[config.mk]
export PLATFORM = sky130hd
export DESIGN_NAME = instruction_fetch_unit
export DESIGN_NICKNAME = d
export VERILOG_FILES = /design/src/rtl/instruction_fetch_unit.sv
export SDC_FILE = /design/constraint.sdc
export NUM_CORES = 1
export LEC_CHECK = 0
export BUFFER_PORTS_ARGS = -buffer_cell sky130_fd_sc_hd__buf_2
export CORE_MARGIN = 2
export CORE_UTILIZATION = 56
export CTS_CLUSTER_DIAMETER = 60
export DETAILED_ROUTE_END_ITERATION = 10
export PLACE_DENSITY = 0.86
export RECOVER_POWER = 50
export SYNTH_ARGS = -nofsm -noshare
export SYNTH_HDL_FRONTEND = slang
export SYNTH_SLANG_ARGS = --single-unit
[constraint.sdc]
create_clock -name clk -period 6.55 [get_ports clk]
set_input_delay 0 -clock clk [delete_from_list [all_inputs] [get_ports clk]]
set_output_delay 0 -clock clk [all_outputs]
set_load 0.05 [all_outputs]
[src/rtl/instruction_fetch_unit.sv]
// Instruction fetch unit: owns the program counter, fetches one instruction at a
// time over a req/ready handshake and computes the next PC from control_unit's
// pc_control decision when the current instruction leaves execute.
module instruction_fetch_unit #(
  parameter logic [31:0] RESET_VECTOR = 32'h0000_0000,
  parameter logic [31:0] NOP_INSTR    = 32'h0000_0000
) (
  input  logic        clk,
  input  logic        rst,
  output logic        imem_req,
  output logic [31:0] imem_addr,
  input  logic        imem_ready,
  input  logic [31:0] imem_rdata,
  output logic [31:0] instruction,
  output logic        instr_valid,
  input  logic        stall,
  input  logic [3:0]  pc_control,
  input  logic [31:0] jr_target,
  output logic [31:0] pc,
  output logic [31:0] pc_plus4,
  output logic        misalign_err
);

  typedef enum logic [1:0] {
    StBoot  = 2'd0,
    StFetch = 2'd1,
    StExec  = 2'd2
  } state_e;

  localparam logic [3:0] PcJump   = 4'b0001;
  localparam logic [3:0] PcJr     = 4'b0010;
  localparam logic [3:0] PcBranch = 4'b0011;

  state_e      state_q, state_d;
  logic [31:0] pc_q, pc_d;
  logic [31:0] instr_q, instr_d;
  logic        valid_q, valid_d;
  logic        misalign_q, misalign_d;
  logic [31:0] next_pc;

  // Outputs are decoded straight from state so an asynchronous reset drops them at once.
  always_comb begin
    imem_req     = (state_q == StFetch);
    imem_addr    = pc_q;
    pc           = pc_q;
    pc_plus4     = pc_q + 32'd4;
    instruction  = instr_q;
    instr_valid  = valid_q;
    misalign_err = misalign_q;
  end

  // Next-PC selection from the decoded pc_control of the executing instruction.
  always_comb begin
    next_pc = pc_plus4;
    case (pc_control)
      PcJump:   next_pc = {pc_plus4[31:28], instr_q[25:0], 2'b00};
      PcJr:     next_pc = {jr_target[31:2], 2'b00};
      PcBranch: next_pc = pc_plus4 + {{14{instr_q[15]}}, instr_q[15:0], 2'b00};
      default:  next_pc = pc_plus4;
    endcase
  end

  // FSM next-state and datapath updates.
  always_comb begin
    state_d    = state_q;
    pc_d       = pc_q;
    instr_d    = instr_q;
    valid_d    = valid_q;
    misalign_d = misalign_q;
    unique case (state_q)
      StBoot: begin
        state_d = StFetch;
      end
      StFetch: begin
        if (imem_ready) begin
          instr_d = imem_rdata;
          valid_d = 1'b1;
          state_d = StExec;
        end
      end
      StExec: begin
        // pc_control and jr_target only matter on the edge that leaves execute.
        if (!stall) begin
          pc_d    = next_pc;
          instr_d = NOP_INSTR;
          valid_d = 1'b0;
          state_d = StFetch;
          if ((pc_control == PcJr) && (jr_target[1:0] != 2'b00)) begin
            misalign_d = 1'b1;
          end
        end
      end
      default: begin
        state_d = StBoot;
      end
    endcase
  end

  // State register with asynchronous active-low reset.
  always_ff @(posedge clk or negedge rst) begin
    if (!rst) begin
      state_q    <= StBoot;
      pc_q       <= {RESET_VECTOR[31:2], 2'b00};
      instr_q    <= NOP_INSTR;
      valid_q    <= 1'b0;
      misalign_q <= 1'b0;
    end else begin
      state_q    <= state_d;
      pc_q       <= {pc_d[31:2], 2'b00};
      instr_q    <= instr_d;
      valid_q    <= valid_d;
      misalign_q <= misalign_d;
    end
  end

endmodule

==> metrics.md, run 1 <==
| Metric | Value |
|---|---|
| Worst slew margin | `-144.9%` |
| RSZ-0062 raised after global routing | `no` |
| Clock slew at reported path FFs | `80 ps` |
| Failing checks | `capacitance limit, slew limit` |
| Std-Cell Rows | `37` |
| P&R area growth vs syn | `21.18%` |
| Seq/Total Area, Yosys | `between 20% and 30%` |
| WP data required | `just under 7000 ps` |
| Area leader, netlist | `dfrtp_1` |
| Clk buf depth | `2` |
| Hold depth | `3` |
| Port Buf Inserts | `a little under 200` |
| Fmax achieved | `about 0.24 GHz` |
| Vias in the first global route | `between 6,000 and 7,000` |
| Effective utilization at floorplan | `57.92%` |
| Inserted Diodes | `0` |
| Top_reg_cell synth | `dfrtp_1` |
| CTS tree | `yes` |
| Share of layout cells above drive strength 1 | `~18%` |
| CP arrival | `around 4400 ps` |
| R2R Setup Slk | `about 2400 ps` |
| H-tree levels | `3` |
| Via-to-Cell Ratio | `about 6.1` |
| Setup_tns | `0 ps` |
| I/O pin count | `~200` |
| GRT Resource Usage Total | `a little over a third` |
| # nets final | `~1,000` |
| R2R depth | `14` |
| Initial DRT Pass Iterations | `6` |
| WL final | `slightly above 20 mm` |
| Worst setup SP type | `register` |
| Worst-path fanout max | `9` |
| Post-synth EDFFs | `0` |
| Worst skew pair latency | `between 300 and 400 ps` |
| FF-to-FF Start | `imem_addr[8]` |
| Cells after Synth | `approximately 750` |
| ANT nets after route | `0` |
| Mean Syn Cell Area | `between 8 and 9 µm²` |
| Yosys reg bits | `66` |
| # setup viols final | `0` |
| Outcome | `complete, but fails checks` |
| Synth top area share | `approximately 28%` |
| Tightest Hold Check Type | `in2reg` |
| Post-synth ARST share | `100.0%` |
| Worst Hold Launch | `jr_target[10]` |
| DIE AREA | `11,520 µm²` |
| Synth Warn # | `0` |
| Initial drt markers | `approximately 500` |
| CTS resizes | `0` |
| Initial antenna violation count | `0` |
| Overflow after GRT | `0` |
| Wire length per cell | `between 15 and 20 µm` |
| Area contributors post-synth | `dfrtp_1 28%, ha_1 7.3%, a21oi_1 5.7%, o21ai_0 5.1%, a22o_1 5.0%` |
| Final hold vios | `0` |
| Yosys cell types | `70` |
| TritonCTS buffer count | `9` |
| CORE AREA | `approximately 10,000 µm²` |
| Die span in x | `about 110 µm` |
| Setup CP Type | `reg2reg` |
| Critical path destination | `imem_addr[24]` |
| Crit path launch | `imem_addr[8]` |
| Tightest Pin Transition | `between 3000 and 4000 ps` |
| CTS Root Buffer Type | `clkbuf_8` |
| Count leader, synth | `nand2_1` |
| Final GP Congestion | `0.9566` |
| Max Cap Viol | `1` |
| Tcrit/Tclk final | `a little over three fifths` |
| Largest net degree at the start of global routing | `67` |
| Synth cell count leaders | `69 x nand2_1, 68 x a21oi_1, 66 x dfrtp_1, 61 x nor2_1, 61 x o21ai_0` |
| DRC violations left | `0` |
| Post-DP HPWL | `around 14 mm` |
| Max Slew Vio Count | `67` |
| Clk sinks | `66` |
| Crit end category | `register` |
| Min Tclk post-route | `about 4100 ps` |
| Die Height | `roughly 110 µm` |
| Worst r2r dst | `imem_addr[24]` |
| Vias | `~6,500` |
| First-pass GRT wire length | `~32 mm` |
| Final Skew | `around 12 ps` |
| Synth Cell Area | `roughly 6000 µm²` |
-- logic make-up (layout without fill, tap and decap cells) --
group           Yosys count  in the layout  share of synthesized area [%]
simple gates            226            226                          18.96
compound gates          259            259                          27.73
mux                      10             10                          1.695
buf+inv                 100            282                          9.270
fa+ha+maj                36             36                          7.659
flops                    66             66                          27.62
other cells               1              6                        0.06271
xor+xnor                 47             47                          7.010
-- worst min path at each step --
stage	to	slack [ps]
floorplan	imem_addr[10]	-300
global placement	instruction[9]	220
detailed placement	instruction[21]	230
CTS	imem_addr[10]	1
global route	imem_addr[10]	30
finish	imem_addr[10]	7
-- routing by layer --
layer / share of wire (%) / global-route usage, % / up-vias
li1: - / - / 3049
met1: 42 / 46.44 / 3038
met2: 46 / 55.42 / 368
met3: 9.9 / 8.656 / 46
met4: 2.8 / 12.73 / 0
met5: 0 / 0 / -
-- worst max-delay path, cell delays in order, from the launching register on --
cell     delay, ps
dfrtp_1        530
nand4_4        200
nor4_4         620
and4_2         360
nand3_1        160
xnor2_1        300
ha_1           310
a21oi_1        180
nand3_1         90
or3_1          300
a21oi_1        210
o31ai_2        180
a31oi_1        220
mux2_2         350
nand2_1         60
-- sequential cells by signal, summed over array words and instances, names as in the netlist --
register and cells:
imem_addr 30, state_q 2, instruction 32, instr_valid 1, misalign_err 1
-- cells in the final DEF, fill, tap and decap left out, drive strengths merged, types with 21 or more instances in the layout --
cell,Yosys,routed
buf,42,141
a22o,34,34
dfrtp,66,66
clkbuf,30,73
xnor2,34,34
nand2,69,69
dlygate4sd3,0,38
nor2,62,62
inv,27,27
o21ai,63,63
nand3,30,30
ha,35,35
o22ai,21,21
a21oi,68,68
-- per-stage QoR --
stage                     instance area (µm²)  instances  hold slack, ps  util [%]  setup WS [ps]
after floorplan                          5998        750          -295.6         -           1760
after global placement                   6754       1016           221.9     65.42           2667
after detailed placement                 6754       1016           226.4     65.42           2480
after CTS                                7326       1068           1.098     70.96           2477
after global routing                     7246       1068           32.89     70.19           2058
final                                    7246       1068           7.008     70.19           2411
-- final cells by class --
type,count,area [µm²]
timing repair buffer,241,1334
tap,136,170.2
inverter,27,101.3
multi-input combinational,584,3797
clock buffer,11,151.4
clock inverter,3,40.04
fill,920,3078
sequential,66,1652
-- repair_timing --
item                      in CTS  in global routing
hold endpoints to repair     101                  0
hold buffers                  38                  0
buffers inserted               0                  0
Power of run 1 is not shown: default switching activity piles up to over one toggle a cycle in this logic, so the estimate is an artifact.
==> inputs of run 2 (changes only) <==
--- a/config.mk
+++ b/config.mk
@@ -7,10 +7,10 @@
 export LEC_CHECK = 0
 export BUFFER_PORTS_ARGS = -buffer_cell sky130_fd_sc_hd__buf_2
 export CORE_MARGIN = 2
-export CORE_UTILIZATION = 56
+export CORE_UTILIZATION = 47
 export CTS_CLUSTER_DIAMETER = 60
 export DETAILED_ROUTE_END_ITERATION = 10
-export PLACE_DENSITY = 0.86
+export PLACE_DENSITY = 0.76
 export RECOVER_POWER = 50
 export SYNTH_ARGS = -nofsm -noshare
 export SYNTH_HDL_FRONTEND = slang
==> constraint.sdc (replaced) <==
create_clock -name clk -period 3.5 [get_ports clk]
set_input_delay 0 -clock clk [delete_from_list [all_inputs] [get_ports clk]]
set_output_delay 0 -clock clk [all_outputs]
set_load 0.05 [all_outputs]
==> run 2 against run 1 <==
The run still ends with capacitance limit, slew limit left. Clock skew shrank 1.4 ps. Setup slack got worse by 2400 ps. Final cell count up 10%. Via count grew 5.4%. Sequential share of layout area decreased by 3.1 points. Core utilization fell by 2.2 points. Wire length is 11% higher. Hold slack improved by 28 ps. Non-clock buffer count is 70 higher. Register-to-register slack lost 2400 ps. Die area is 18% higher. Critical path type unchanged. Largest cell class unchanged.
==> metrics.md, run 2 (synthesis results as in run 1) <==
| Metric | Value |
|---|---|
| Outcome | `complete, but fails checks` |
| Failing checks | `capacitance limit, slew limit` |
| Fmax achieved | `roughly 0.29 GHz` |
| Worst hold slack | `about 35 ps` |
| I/O pin count | `between 200 and 250` |
| Max Cap Viol | `1` |
| Worst setup SP type | `register` |
| Core Util, Final | `just under 70%` |
| Post-DP HPWL | `about 16 mm` |
| Clock slew at reported path FFs | `about 60 ps` |
| Share of layout cells above drive strength 1 | `34.56%` |
| Via-to-Cell Ratio | `between 5 and 6` |
| GRT Resource Usage Total | `between 30% and 40%` |
| Worst skew pair latency | `340 ps` |
| Final GP Congestion | `approximately 1` |
| CORE AREA | `12,520 µm²` |
| First-pass GRT wire length | `around 34 mm` |
| CP arrival | `3690 ps` |
| CTS Root Buffer Type | `clkbuf_16` |
| Worst slew margin | `-53.60%` |
| Initial drt markers | `approximately 660` |
| Wire length per cell | `approximately 19 µm` |
| Crit end category | `register` |
| # setup viols final | `0` |
| Inserted Diodes | `0` |
| Post-DP Area | `7614 µm²` |
| ANT nets after route | `0` |
| Overflow after GRT | `0` |
| Commonest non-fill, non-tap cell in the layout | `buf_2` |
| DIE AREA | `between 10,000 and 15,000 µm²` |
| Die span in x | `116.8 µm` |
| TritonCTS buffer count | `9` |
| # nets final | `between 1,000 and 1,500` |
| Clk sinks | `66` |
| Die Height | `116.8 µm` |
| Min Tclk post-route | `around 3500 ps` |
| Commonest non-fill, non-tap cells in the layout | `170 x buf_2, 76 x buf_4, 68 x nand2_1, 66 x a21oi_1, 58 x o21ai_0` |
| WP data required | `3710 ps` |
| H-tree levels | `3` |
| CTS tree | `yes` |
| Tightest Pin Transition | `between 2000 and 2500 ps` |
| Post-route setup slack | `~15 ps` |
| Port Buf Inserts | `196` |
| Tcrit/Tclk final | `99.57%` |
| Effective utilization at floorplan | `between 40% and 50%` |
| Hold depth | `3` |
| R2R depth | `14` |
| Max Slew Vio Count | `37` |
| RSZ-0062 raised after global routing | `yes` |
| Std-Cell Rows | `41` |
| Initial antenna violation count | `0` |
| Tightest Hold Check Type | `in2reg` |
| Worst-path fanout max | `8` |
| Vias | `6,850` |
| Clk buf depth | `2` |
| Vias in the first global route | `approximately 6,400` |
| P&R area growth vs syn | `42.31%` |
| Largest net degree at the start of global routing | `37` |
| WL final | `22.49 mm` |
| Initial DRT Pass Iterations | `5` |
| Setup CP Type | `reg2reg` |
| Final Skew | `between 10 and 15 ps` |
| Post-route cell area | `between 8000 and 9000 µm²` |
| DRC violations left | `0` |
| Pre-CTS setup slack | `-4.119 ps` |
| Final hold vios | `0` |
| Largest register FFs | `32` |
## run 2: per-layer routing
layer  routed length, µm  share of wire, %  vias up  track usage (%)
li1                    -                 -     3193                -
met1                9769                43     3253            45.89
met2               10490                47      362            52.87
met3                1765               7.8       42            4.995
met4                 457               2.0        0            9.569
met5                   0                 0        -                0
## run 2: layout make-up
cell class | instances | area (µm²)
inverter | 27 | 101.3
clock buffer | 10 | 239.0
clock inverter | 6 | 72.57
timing repair buffer | 311 | 1919
tap | 172 | 215.2
multi-input combinational | 584 | 4290
sequential | 66 | 1672
fill | 1075 | 4008
## run 2: worst paths after layout
path                          startpoint            end  slack (ps)
max                         imem_addr[4]  imem_addr[28]          20
min                        jr_target[10]  imem_addr[10]          30
max reg2reg                 imem_addr[4]  imem_addr[28]          20
min reg2reg                 misalign_err   misalign_err         490
max in group asynchronous            rst  imem_addr[18]        1110
min in group asynchronous            rst   misalign_err         900
## run 2: stage by stage
step	std cells	setup TNS [ps]
final	1176	0
after global routing	1176	-501.6
after CTS	1164	0
after detailed placement	1110	-4.119
after global placement	1110	0
after floorplan	750	-3689
## run 2: critical path, stage by stage, from the launching register on
cell and delay [ps]:
dfrtp_2 470, nand3_4 120, nor4_4 480, and4_4 370, nand3_4 120, xnor2_4 200
ha_4 240, a21oi_4 120, nand3_1 90, or3_4 340, a21oi_4 170, o31ai_4 110
o21ai_0 230, mux2i_1 200, o21ai_0 90
## run 2: timing repair
item | in CTS | in global routing
cloned | 0 | 0
endpoints found under the hold margin | 69 | 0
setup buffers | 0 | 12
resized for setup | 2 | 27
pin swaps | 0 | 13
hold buffers | 38 | 0
setup endpoints to repair | 3 | 15
Power of run 2 is left out for the same reason.
